File: config.mk
export PLATFORM = sky130hd
export DESIGN_NAME = immediate_encoding_unit
export DESIGN_NICKNAME = d
export VERILOG_FILES = /design/src/rtl/immediate_encoding_unit.sv
export SDC_FILE = /design/constraint.sdc
export NUM_CORES = 1
export LEC_CHECK = 0
export ABC_AREA = 0
export CAP_MARGIN = 10
export CORE_ASPECT_RATIO = 0.5
export CORE_MARGIN = 2
export CORE_UTILIZATION = 40
export DETAILED_ROUTE_END_ITERATION = 7
export PLACE_DENSITY = 0.68
export SYNTH_ARGS = -nofsm -noshare
export SYNTH_HDL_FRONTEND = slang
export SYNTH_SLANG_ARGS = --single-unit
File: constraint.sdc
create_clock -name clk_i -period 3.2 [get_ports clk_i]
set_input_delay 0.64 -clock clk_i [delete_from_list [all_inputs] [get_ports clk_i]]
set_output_delay 0.64 -clock clk_i [all_outputs]
set_load 0.01 [all_outputs]
File: src/rtl/immediate_encoding_unit.sv
// rtl/immediate_encoding_unit.sv - two-stage RV32IM instruction encoder with immediate range checking
module immediate_encoding_unit #(
    parameter int COUNT_WIDTH = 16
) (
    input  logic                   clk_i,
    input  logic                   reset_i,
    input  logic                   in_valid_i,
    output logic                   in_ready_o,
    input  logic [2:0]             select_i,
    input  logic [6:0]             opcode_i,
    input  logic [4:0]             rd_i,
    input  logic [4:0]             rs1_i,
    input  logic [4:0]             rs2_i,
    input  logic [2:0]             funct3_i,
    input  logic [6:0]             funct7_i,
    input  logic [31:0]            immediate_i,
    output logic                   out_valid_o,
    input  logic                   out_ready_i,
    output logic [31:0]            instruction_o,
    output logic                   error_o,
    output logic [1:0]             error_code_o,
    output logic [COUNT_WIDTH-1:0] encoded_count_o,
    output logic [COUNT_WIDTH-1:0] error_count_o
);
    localparam logic [2:0]  SEL_U = 3'b000;
    localparam logic [2:0]  SEL_J = 3'b001;
    localparam logic [2:0]  SEL_I = 3'b010;
    localparam logic [2:0]  SEL_B = 3'b011;
    localparam logic [2:0]  SEL_S = 3'b100;
    localparam logic [2:0]  SEL_R = 3'b101;
    localparam logic [1:0]  ERR_NONE    = 2'b00;
    localparam logic [1:0]  ERR_RANGE   = 2'b01;
    localparam logic [1:0]  ERR_ALIGN   = 2'b10;
    localparam logic [1:0]  ERR_ILLEGAL = 2'b11;
    localparam logic [31:0] NOP_WORD    = 32'h0000_0013;
    localparam logic [COUNT_WIDTH-1:0] CNT_MAX = {COUNT_WIDTH{1'b1}};

    logic                   s1_valid_q;
    logic [2:0]             s1_sel_q;
    logic [6:0]             s1_opcode_q;
    logic [4:0]             s1_rd_q, s1_rs1_q, s1_rs2_q;
    logic [2:0]             s1_funct3_q;
    logic [6:0]             s1_funct7_q;
    logic [31:0]            s1_imm_q;
    logic [1:0]             s1_code_q, s1_code_d;

    logic                   out_valid_q;
    logic [31:0]            instr_q, instr_d;
    logic                   error_q;
    logic [1:0]             code_q;
    logic [COUNT_WIDTH-1:0] enc_cnt_q, enc_cnt_d;
    logic [COUNT_WIDTH-1:0] err_cnt_q, err_cnt_d;

    logic s2_adv, s1_adv, in_xfer, out_xfer;

    assign s2_adv   = !out_valid_q || out_ready_i;
    assign s1_adv   = !s1_valid_q || s2_adv;
    assign in_xfer  = in_valid_i && s1_adv;
    assign out_xfer = out_valid_q && out_ready_i;

    // A sign-extended field fits when every bit above it equals its sign bit.
    always_comb begin
        s1_code_d = ERR_NONE;
        case (select_i)
            SEL_U: if (|immediate_i[11:0]) s1_code_d = ERR_ALIGN;
            SEL_J: begin
                if (immediate_i[0])
                    s1_code_d = ERR_ALIGN;
                else if (!(&immediate_i[31:20] || !(|immediate_i[31:20])))
                    s1_code_d = ERR_RANGE;
            end
            SEL_I, SEL_S: begin
                if (!(&immediate_i[31:11] || !(|immediate_i[31:11])))
                    s1_code_d = ERR_RANGE;
            end
            SEL_B: begin
                if (immediate_i[0])
                    s1_code_d = ERR_ALIGN;
                else if (!(&immediate_i[31:12] || !(|immediate_i[31:12])))
                    s1_code_d = ERR_RANGE;
            end
            SEL_R:   s1_code_d = ERR_NONE;
            default: s1_code_d = ERR_ILLEGAL;
        endcase
    end

    always_comb begin
        instr_d = NOP_WORD;
        case (s1_sel_q)
            SEL_U: instr_d = {s1_imm_q[31:12], s1_rd_q, s1_opcode_q};
            SEL_J: instr_d = {s1_imm_q[20], s1_imm_q[10:1], s1_imm_q[11], s1_imm_q[19:12],
                              s1_rd_q, s1_opcode_q};
            SEL_I: instr_d = {s1_imm_q[11:0], s1_rs1_q, s1_funct3_q, s1_rd_q, s1_opcode_q};
            SEL_S: instr_d = {s1_imm_q[11:5], s1_rs2_q, s1_rs1_q, s1_funct3_q,
                              s1_imm_q[4:0], s1_opcode_q};
            SEL_B: instr_d = {s1_imm_q[12], s1_imm_q[10:5], s1_rs2_q, s1_rs1_q, s1_funct3_q,
                              s1_imm_q[4:1], s1_imm_q[11], s1_opcode_q};
            SEL_R: instr_d = {s1_funct7_q, s1_rs2_q, s1_rs1_q, s1_funct3_q, s1_rd_q, s1_opcode_q};
            default: instr_d = NOP_WORD;
        endcase
        if (s1_code_q != ERR_NONE)
            instr_d = NOP_WORD;
    end

    always_comb begin
        enc_cnt_d = enc_cnt_q;
        err_cnt_d = err_cnt_q;
        if (out_xfer) begin
            if (!error_q && enc_cnt_q != CNT_MAX) enc_cnt_d = enc_cnt_q + COUNT_WIDTH'(1);
            if (error_q && err_cnt_q != CNT_MAX)  err_cnt_d = err_cnt_q + COUNT_WIDTH'(1);
        end
    end

    always_ff @(posedge clk_i) begin
        if (reset_i) begin
            s1_valid_q  <= 1'b0;
            out_valid_q <= 1'b0;
            instr_q     <= '0;
            error_q     <= 1'b0;
            code_q      <= ERR_NONE;
            enc_cnt_q   <= '0;
            err_cnt_q   <= '0;
        end else begin
            if (s1_adv)
                s1_valid_q <= in_valid_i;
            if (in_xfer) begin
                s1_sel_q    <= select_i;
                s1_opcode_q <= opcode_i;
                s1_rd_q     <= rd_i;
                s1_rs1_q    <= rs1_i;
                s1_rs2_q    <= rs2_i;
                s1_funct3_q <= funct3_i;
                s1_funct7_q <= funct7_i;
                s1_imm_q    <= immediate_i;
                s1_code_q   <= s1_code_d;
            end
            if (s2_adv) begin
                out_valid_q <= s1_valid_q;
                if (s1_valid_q) begin
                    instr_q <= instr_d;
                    error_q <= (s1_code_q != ERR_NONE);
                    code_q  <= s1_code_q;
                end
            end
            enc_cnt_q <= enc_cnt_d;
            err_cnt_q <= err_cnt_d;
        end
    end

    assign in_ready_o      = s1_adv;
    assign out_valid_o     = out_valid_q;
    assign instruction_o   = instr_q;
    assign error_o         = error_q;
    assign error_code_o    = code_q;
    assign encoded_count_o = enc_cnt_q;
    assign error_count_o   = err_cnt_q;
endmodule

Yosys cells after proc, flatten, opt, wreduce, memory -nomap -nowiden:

Cells that the tools add are included.

* bits in registers: 138
* bits of input ports: 71
* output and inout port bits: 69
* word-level logic and storage cells: 70

* add/subtract/negate cells: 2
* equal/unequal tests: 12
* mux-type cells: 9
* bitwise operators: 1
* reduce and logical (&&, ||, !) cells: 30

Operators with widths (count)
* $pmux W32 S6: 1
* $add A16 B1 Y16 const B: 2
* $mux W32: 1
* $ne A16 B16 Y1 const B: 2
* $reduce_or A12 Y1: 2
* $reduce_and A21 Y1: 1
* $reduce_or A21 Y1: 1
* $reduce_and A20 Y1: 1
* $reduce_or A20 Y1: 1
* $eq A3 B2 Y1 const B: 4
* $eq A3 B3 Y1 const B: 4
* $reduce_and A12 Y1: 1
* $pmux W2 S5: 1
* $reduce_and A2 Y1: 4
* $eq A3 B1 Y1 const B: 2
* $logic_not A1 Y1: 6
* $logic_not A3 Y1: 2
* $mux W2: 3
* $logic_or A1 B1 Y1: 5
* $logic_and A1 B1 Y1: 4
* $mux W1: 3
* $reduce_bool A2 Y1: 1
* $reduce_or A2 Y1: 1
* $not A1 Y1: 1

Longest topological paths before layout:

Gate-level depths: netlist (run 1).

* depth in word-level cells: 6
* gate-level depth with buffers: 6
* mapped depth without buffers: 5

Least setup slack after synthesis (run 1):

Ideal clock, no wire load.

* path kind: input to register
* from: input reset_i
* to: register s1_code_q[0], enable pin
* library setup time: 0.435 ns
* arrival time: 2.710 ns
* data required time: 2.765 ns
* path slack: 0.055 ns
* cell stages on the path: 3
* buffers on the path: 2
* cells stage by stage: clkbuf_1 clkbuf_1 and3b_1

* longest elaborated chain between the ends: 2

Ends and longest elaborated chain
* start: declaration: RTL line 6 `input logic reset_i,`
* $not A1 Y1 (no line)
* $reduce_and A2 Y1 (no line)
* end signal: assignment: RTL line 135 `s1_code_q <= s1_code_d;`
* end: declaration: RTL line 45 `logic [1:0] s1_code_q, s1_code_d;`

No other way between the ends.
A chain may end at the register's enable or synchronous reset.

Worst setup path after layout (run 1):

* from: input out_ready_i
* to: output in_ready_o

* longest elaborated chain between the ends: 2

Ends and longest elaborated chain
* start: declaration: RTL line 18 `input logic out_ready_i,`
* $logic_or A1 B1 Y1: RTL line 56 `assign s2_adv = !out_valid_q || out_ready_i;`
* $logic_or A1 B1 Y1: RTL line 57 `assign s1_adv = !s1_valid_q || s2_adv;`
* end: declaration: RTL line 8 `output logic in_ready_o,`

No other way between the ends.

==> qor.csv, run 1 <==
metric,value,unit
power density cells,491,nW/um^2
worst vdd ir,0.391,mV
vias in the first global route,4692,
Post-Syn Area per Cell,11.1,sq um
post-layout net count,768,
initial antenna violation count,0,
clock slew at reported path FFs,60,ps
max-cap violations,0,
Antenna Cells,0,
# DRC,0,
Synth top area share,33.5,%
Crit-path slowest cell,clkdlybuf4s50_1,
first-pass GRT wire length,24500,um
Reg power frac,47.5,%
Worst Path Arrival,2050,ps
Initial Utilization,40.6,%
Crit. End Element,output port,
P&R area growth vs syn,35.0,%
CP most frequent cell,clkdlybuf4s50_1,
max-slew violations,0,
Via density,5.40,
GP Congestion,0.840,
Critical Path RT,2560,ps
core area,15300,sq um
H-tree depth,4,
syn_nets,630,
Total Wirelength,15300,um
CTS Buffer Depth,2,
Slew @ Worst Pin,641,ps
Root Buffer,clkbuf_16,
Synth Register Bits,138,
DIE AREA,16500,sq um
Avg WL per Cell,16.8,um
multiplexer share of the synthesized area,8.29,%
number of CTS-inserted buffers,17,
synthesized instance count,557,
TritonCTS clock tree,yes,
Internal,3150,uW
"Critical Path, Cell by Cell","clkdlybuf4s50_1, nor2b_2, nand2_1, clkdlybuf4s50_1",
post-CTS resize count,0,
IO Port Bufs,139,
pin count of the biggest net entering global routing,70,
Placed Cells,880,
max_slew headroom,57.3,%
Pleak,0.00293,uW
layout cells sized above 1,11.6,%
Clock Latency Late Sink,420,ps
worst hold margin,453,ps
Vias,4921,
"Hold Violations, Final",0,
combinational fraction of design power,7.5,%
switching power,954,uW
Design Power,4100,uW
Net Sw Frac,23.3,%
number of enable flip-flop cells after synthesis,69,
leading area contributor after synthesis,edfxtp_1,
ys async rst share,0,%
Crit Path Category,in -> out,
largest family of logic cells by synthesized area,simple AND/OR/NAND/NOR gates,
Worst Reg-to-Reg Cells,4,
Final TNS setup,0,ps
DRT iter0 DRCs,362,
register area share after synthesis,55.8,%
Layout Skew,12.6,ps
Overflow after GRT,0,
worst stage delay on the critical path,500,ps
top_reg_cell synth,edfxtp_1,
"Cell Area, Synth",6190,sq um
GRT Total Usage,18.6,%
Die W,180,um
hpwl dp,10800,um
RSZ-0062 raised after global routing,no,
Synth Area in Adders,0.566,%
worst-path fanout max,7,
Pre-antenna DRT Iters,5,
hold depth,2,
post-synthesis compound-gate area fraction,12.7,%
I/O pin count,140,
status,finished clean,
yosys warns,0,
Sink Count,138,
Synth Area in Simple Gates,20.2,%
Post-Synth XOR/XNOR Area,0,%
Final Non-Filler Cells,912,
post-layout minimum cycle time,2690,ps
clock power share,45.1,%
fmax,0.372,GHz
Post-CTS Setup Inserts,0,
Synth cell types,60,
"antenna viol nets, final",0,
"Hold-fix buffers, CTS",0,
ranking of synthesized cells by area,"edfxtp_1 33%, dfxtp_1 22%, mux2_2 4.7%",
Worst Hold Class,reg -> reg,
Final Cycle Share,84.0,%
Setup crit start kind,primary input,
row count,32,
height of the die,92.0,um
final setup fails,0,
[power groups by stage]
stage,Combinational (uW),Clock (uW),Sequential (uW)
final,306,1850,1950
after global routing,331,1960,1950
after CTS,307,1880,1950
after detailed placement,306,0,1980
after global placement,301,0,1980
after floorplan,137,0,1980
[layer usage]
layer / wire length (um) / vias up / global-route usage (%) / share of wire (%)
met5: 0 / - / 0 / 0
met4: 153 / 0 / 6.23 / 1.0
met3: 710 / 18 / 3.61 / 4.6
met2: 7070 / 143 / 29.5 / 46
met1: 7400 / 2377 / 25.8 / 48
li1: - / 2383 / - / -
[cell usage in the layout (no fill, tap or decap), types with 8 or more instances in the layout]
master / Yosys / routed
buf_4: 2 / 9
nand3_1: 17 / 17
a22oi_1: 17 / 17
clkdlybuf4s50_1: 0 / 138
nor2_1: 53 / 53
nand2b_1: 13 / 13
nand4_1: 12 / 12
o21ai_0: 17 / 17
clkbuf_16: 0 / 17
nand3b_1: 16 / 16
o2bb2ai_1: 9 / 9
mux2i_1: 22 / 22
dfxtp_1: 69 / 69
nor3_1: 13 / 13
edfxtp_1: 69 / 69
nor4_1: 8 / 8
nor2b_1: 21 / 21
a21oi_1: 40 / 40
mux2_2: 26 / 26
nand2_1: 27 / 27
[cells by family (layout without fill, tap and decap cells)]
logic type      after synthesis  in the layout
simple gates                214            214
flops                       138            138
compound gates              120            120
mux                          48             48
buf+inv                      34            185
fa+ha+maj                     3              3
[metrics by stage]
| stage | setup slack (ps) | area (sq um) | util (%) |
|---|---|---|---|
| floorplan | 55.4 | 6190 | - |
| global placement | 530 | 7800 | 51.1 |
| detailed placement | 518 | 7800 | 51.1 |
| CTS | 514 | 8350 | 54.8 |
| global route | 416 | 8350 | 54.8 |
| finish | 512 | 8350 | 54.8 |
[final cells by class]
type | count | area [sq um]
fill | 1319 | 6900
inverter | 3 | 11.3
clock buffer | 18 | 429
sequential | 138 | 3450
multi-input combinational | 385 | 2590
clock inverter | 14 | 124
timing repair buffer | 150 | 1490
tap | 204 | 255
[flip-flops by register name (all words and copies together) (netlist names), 3 cells and up]
register and cells:
s1_opcode_q 7, encoded_count_o 16, s1_funct7_q 7, s1_imm_q 32, s1_rd_q 5, s1_rs2_q 5
s1_funct3_q 3, error_count_o 16, s1_sel_q 3, instruction_o 32, s1_rs1_q 5
[final timing paths]
path | startpoint | endpoint | slack, ps
max | out_ready_i | in_ready_o | 510
min | error_code_o[1] | error_code_o[1] | 450
max reg2reg | s1_sel_q[2] | instruction_o[29] | 1020
min reg2reg | error_code_o[1] | error_code_o[1] | 450
[worst max-delay path: cells and delay by family]
kind | cells | cell delay (ps)
and+or+nand+nor | 2 | 410
buffers and inverters | 2 | 990
[synth_stat cells (4+ instances only)]
library cell,instances
nand4_1,12
nand2_1,27
nand3_1,17
clkbuf_1,17
nor2_1,53
nor2b_1,21
nand3b_1,16
a21oi_1,40
mux2_2,26
and3_1,4
o31ai_1,4
and4_1,4
or4_1,6
o21ai_0,17
nor3_1,13
edfxtp_1,69
buf_2,11
a22oi_1,17
a2bb2oi_1,5
nor4_1,8
mux2i_1,22
o2bb2ai_1,9
dfxtp_1,69
nand2b_1,13
o22ai_1,5
a211oi_1,5
Note: power is estimated with default switching activity, not from simulation.
==> inputs of run 2 (changes only) <==
Clock period 3.2 ns to 2.3 ns, I/O delays scaled along.
==> qor.csv, run 2 (synthesized netlist as in run 1, its figures left out) <==
metric,value,unit,change
vias in the first global route,4743,,was 4692
fin worst setup slack,180,ps,was 512 ps
CTS Buffer Depth,2,,unchanged
Worst path top cell family by delay,buffers and inverters,,unchanged
first-pass GRT wire length,24300,um,was 24500 um
Setup crit start kind,flop,,was primary input
Vias,4908,,was 4921
max-slew violations,0,,unchanged
Area after DPL,7960,sq um,was 7800 sq um
I/O pin count,140,,unchanged
# DRC,0,,unchanged
DRT iter0 DRCs,441,,was 362
GRT Total Usage,18.6,%,about the same
power density cells,672,nW/um^2,was 491 nW/um^2
Overflow after GRT,0,,unchanged
Slew @ Worst Pin,581,ps,was 641 ps
"antenna viol nets, final",0,,unchanged
Total Wirelength,15300,um,about the same
most frequent cells in the layout,"137 x clkdlybuf4s50_1, 69 x dfxtp_1, 69 x edfxtp_1",,"was 138 x clkdlybuf4s50_1, 69 x dfxtp_1, 69 x edfxtp_1"
GP Congestion,0.846,,was 0.840
Final Cycle Share,92.2,%,
Worst Path Arrival,1660,ps,was 2050 ps
Design Power,5720,uW,was 4100 uW
layout cells sized above 1,14.0,%,was 11.6%
max_slew headroom,61.3,%,was 57.3%
worst vdd ir,0.519,mV,was 0.391 mV
Clock Latency Late Sink,420,ps,about the same
max-cap violations,0,,unchanged
final instance area,8520,sq um,was 8350 sq um
final setup fails,0,,unchanged
Die W,180,um,unchanged
Critical Path RT,1840,ps,was 2560 ps
status,finished clean,,unchanged
Sink Count,138,,unchanged
core area,15300,sq um,unchanged
Pre-antenna DRT Iters,4,,was 5
Final Util,55.8,%,was 54.8%
"Critical Path, Cell by Cell","nor2b_2, nand2_1, clkdlybuf4s50_1",,"was clkdlybuf4s50_1, nor2b_2, nand2_1, clkdlybuf4s50_1"
Via density,5.29,,was 5.40
P&R area growth vs syn,37.6,%,was 35.0%
Pleak,0.00303,uW,was 0.00293 uW
Crit. End Element,output port,,unchanged
Antenna Cells,0,,unchanged
Crit Path Category,reg -> out,,was in -> out
number of CTS-inserted buffers,17,,unchanged
Final TNS setup,0,ps,unchanged
hpwl dp,11200,um,was 10800 um
Worst Hold Class,reg -> reg,,unchanged
height of the die,92.0,um,unchanged
clock slew at reported path FFs,60,ps,about the same
IO Port Bufs,139,,unchanged
Critical path buffers and inverters,1,,was 2
DP Worst Slack,47.2,ps,was 518 ps
pin count of the biggest net entering global routing,57,,was 70
"Hold Violations, Final",0,,unchanged
"Hold-fix buffers, CTS",0,,unchanged
Avg WL per Cell,16.4,um,was 16.8 um
Initial Utilization,40.6,%,unchanged
post-layout minimum cycle time,2120,ps,
TritonCTS clock tree,yes,,unchanged
H-tree depth,4,,unchanged
Layout Skew,9.78,ps,was 12.6 ps
post-layout net count,784,,was 768
"most common cell after layout, fill and taps aside",clkdlybuf4s50_1,,unchanged
flop2flop setup slack,410,ps,was 1020 ps
worst-path fanout max,6,,was 7
Root Buffer,clkbuf_16,,unchanged
Crit-path slowest cell,clkdlybuf4s50_1,,unchanged
RSZ-0062 raised after global routing,no,,unchanged
row count,32,,unchanged
DIE AREA,16500,sq um,unchanged
fmax,0.472,GHz,
initial antenna violation count,0,,unchanged
worst stage delay on the critical path,500,ps,about the same
[run 2: cell count changes in the layout (fill, tap and decap cells not counted), sizes merged]
cell | previous run | this run
buf | 12 | 28
inv | 7 | 12
clkinv | 7 | 4
bufinv | 1 | 0
clkbuf | 18 | 17
clkdlybuf4s50 | 138 | 137
dlymetal6s2s | 0 | 1
[run 2: metrics by stage]
stage / hold WS [ps] / cells
after floorplan: 459 / 557
after global placement: 446 / 896
after detailed placement: 445 / 896
after CTS: 454 / 928
after global routing: 489 / 928
final: 454 / 928
[run 2: timing repair]
action / CTS / global route
resized for setup: 0 / 1
buffers inserted: 0 / 0
endpoints found under the hold margin: 0 / 0
endpoints found under the setup margin: 0 / 1
[run 2: worst paths after layout]
path	from	to	cells after the start
max	out_valid_o	in_ready_o	3
min	instruction_o[9]	instruction_o[9]	2
max reg2reg	s1_sel_q[1]	instruction_o[25]	6
min reg2reg	instruction_o[9]	instruction_o[9]	2
[run 2: area by class of cell]
class	count	area (sq um)
fill	1292	6740
sequential	138	3450
multi-input combinational	385	2590
timing repair buffer	166	1650
clock buffer	17	425
tap	204	255
clock inverter	15	129
inverter	3	11.3
[run 2: report_power, final]
group          leakage (uW)  total [uW]  internal, uW  switching (uW)
Combinational       0.00155         445           241             204
Sequential          0.00120        2710          2660            46.8
Clock              0.000271        2570          1420            1150
Total               0.00303        5720          4320            1400
[run 2: worst register-to-register path, delay by kind of cell, from the launching register on]
family | cells | cell delay, ps
buffers and inverters | 2 | 470
AO/OA/AOI/OAI | 3 | 600
flip-flops | 1 | 580
AND/OR/NAND/NOR | 1 | 100
[run 2: layer usage]
| metal | GRT usage (%) | vias to the layer above | share of wire [%] |
|---|---|---|---|
| met5 | 0 | - | 0 |
| met4 | 7.05 | 0 | 1.8 |
| met3 | 3.57 | 19 | 4.9 |
| met2 | 29.3 | 125 | 45 |
| met1 | 25.6 | 2337 | 48 |
| li1 | - | 2427 | - |
==> inputs of run 3 (changes only) <==
Settings changed: CAP_MARGIN 10 to not set.
==> results of run 3 <==
No change in the layout: final DEF, timing and power equal those of run 2.
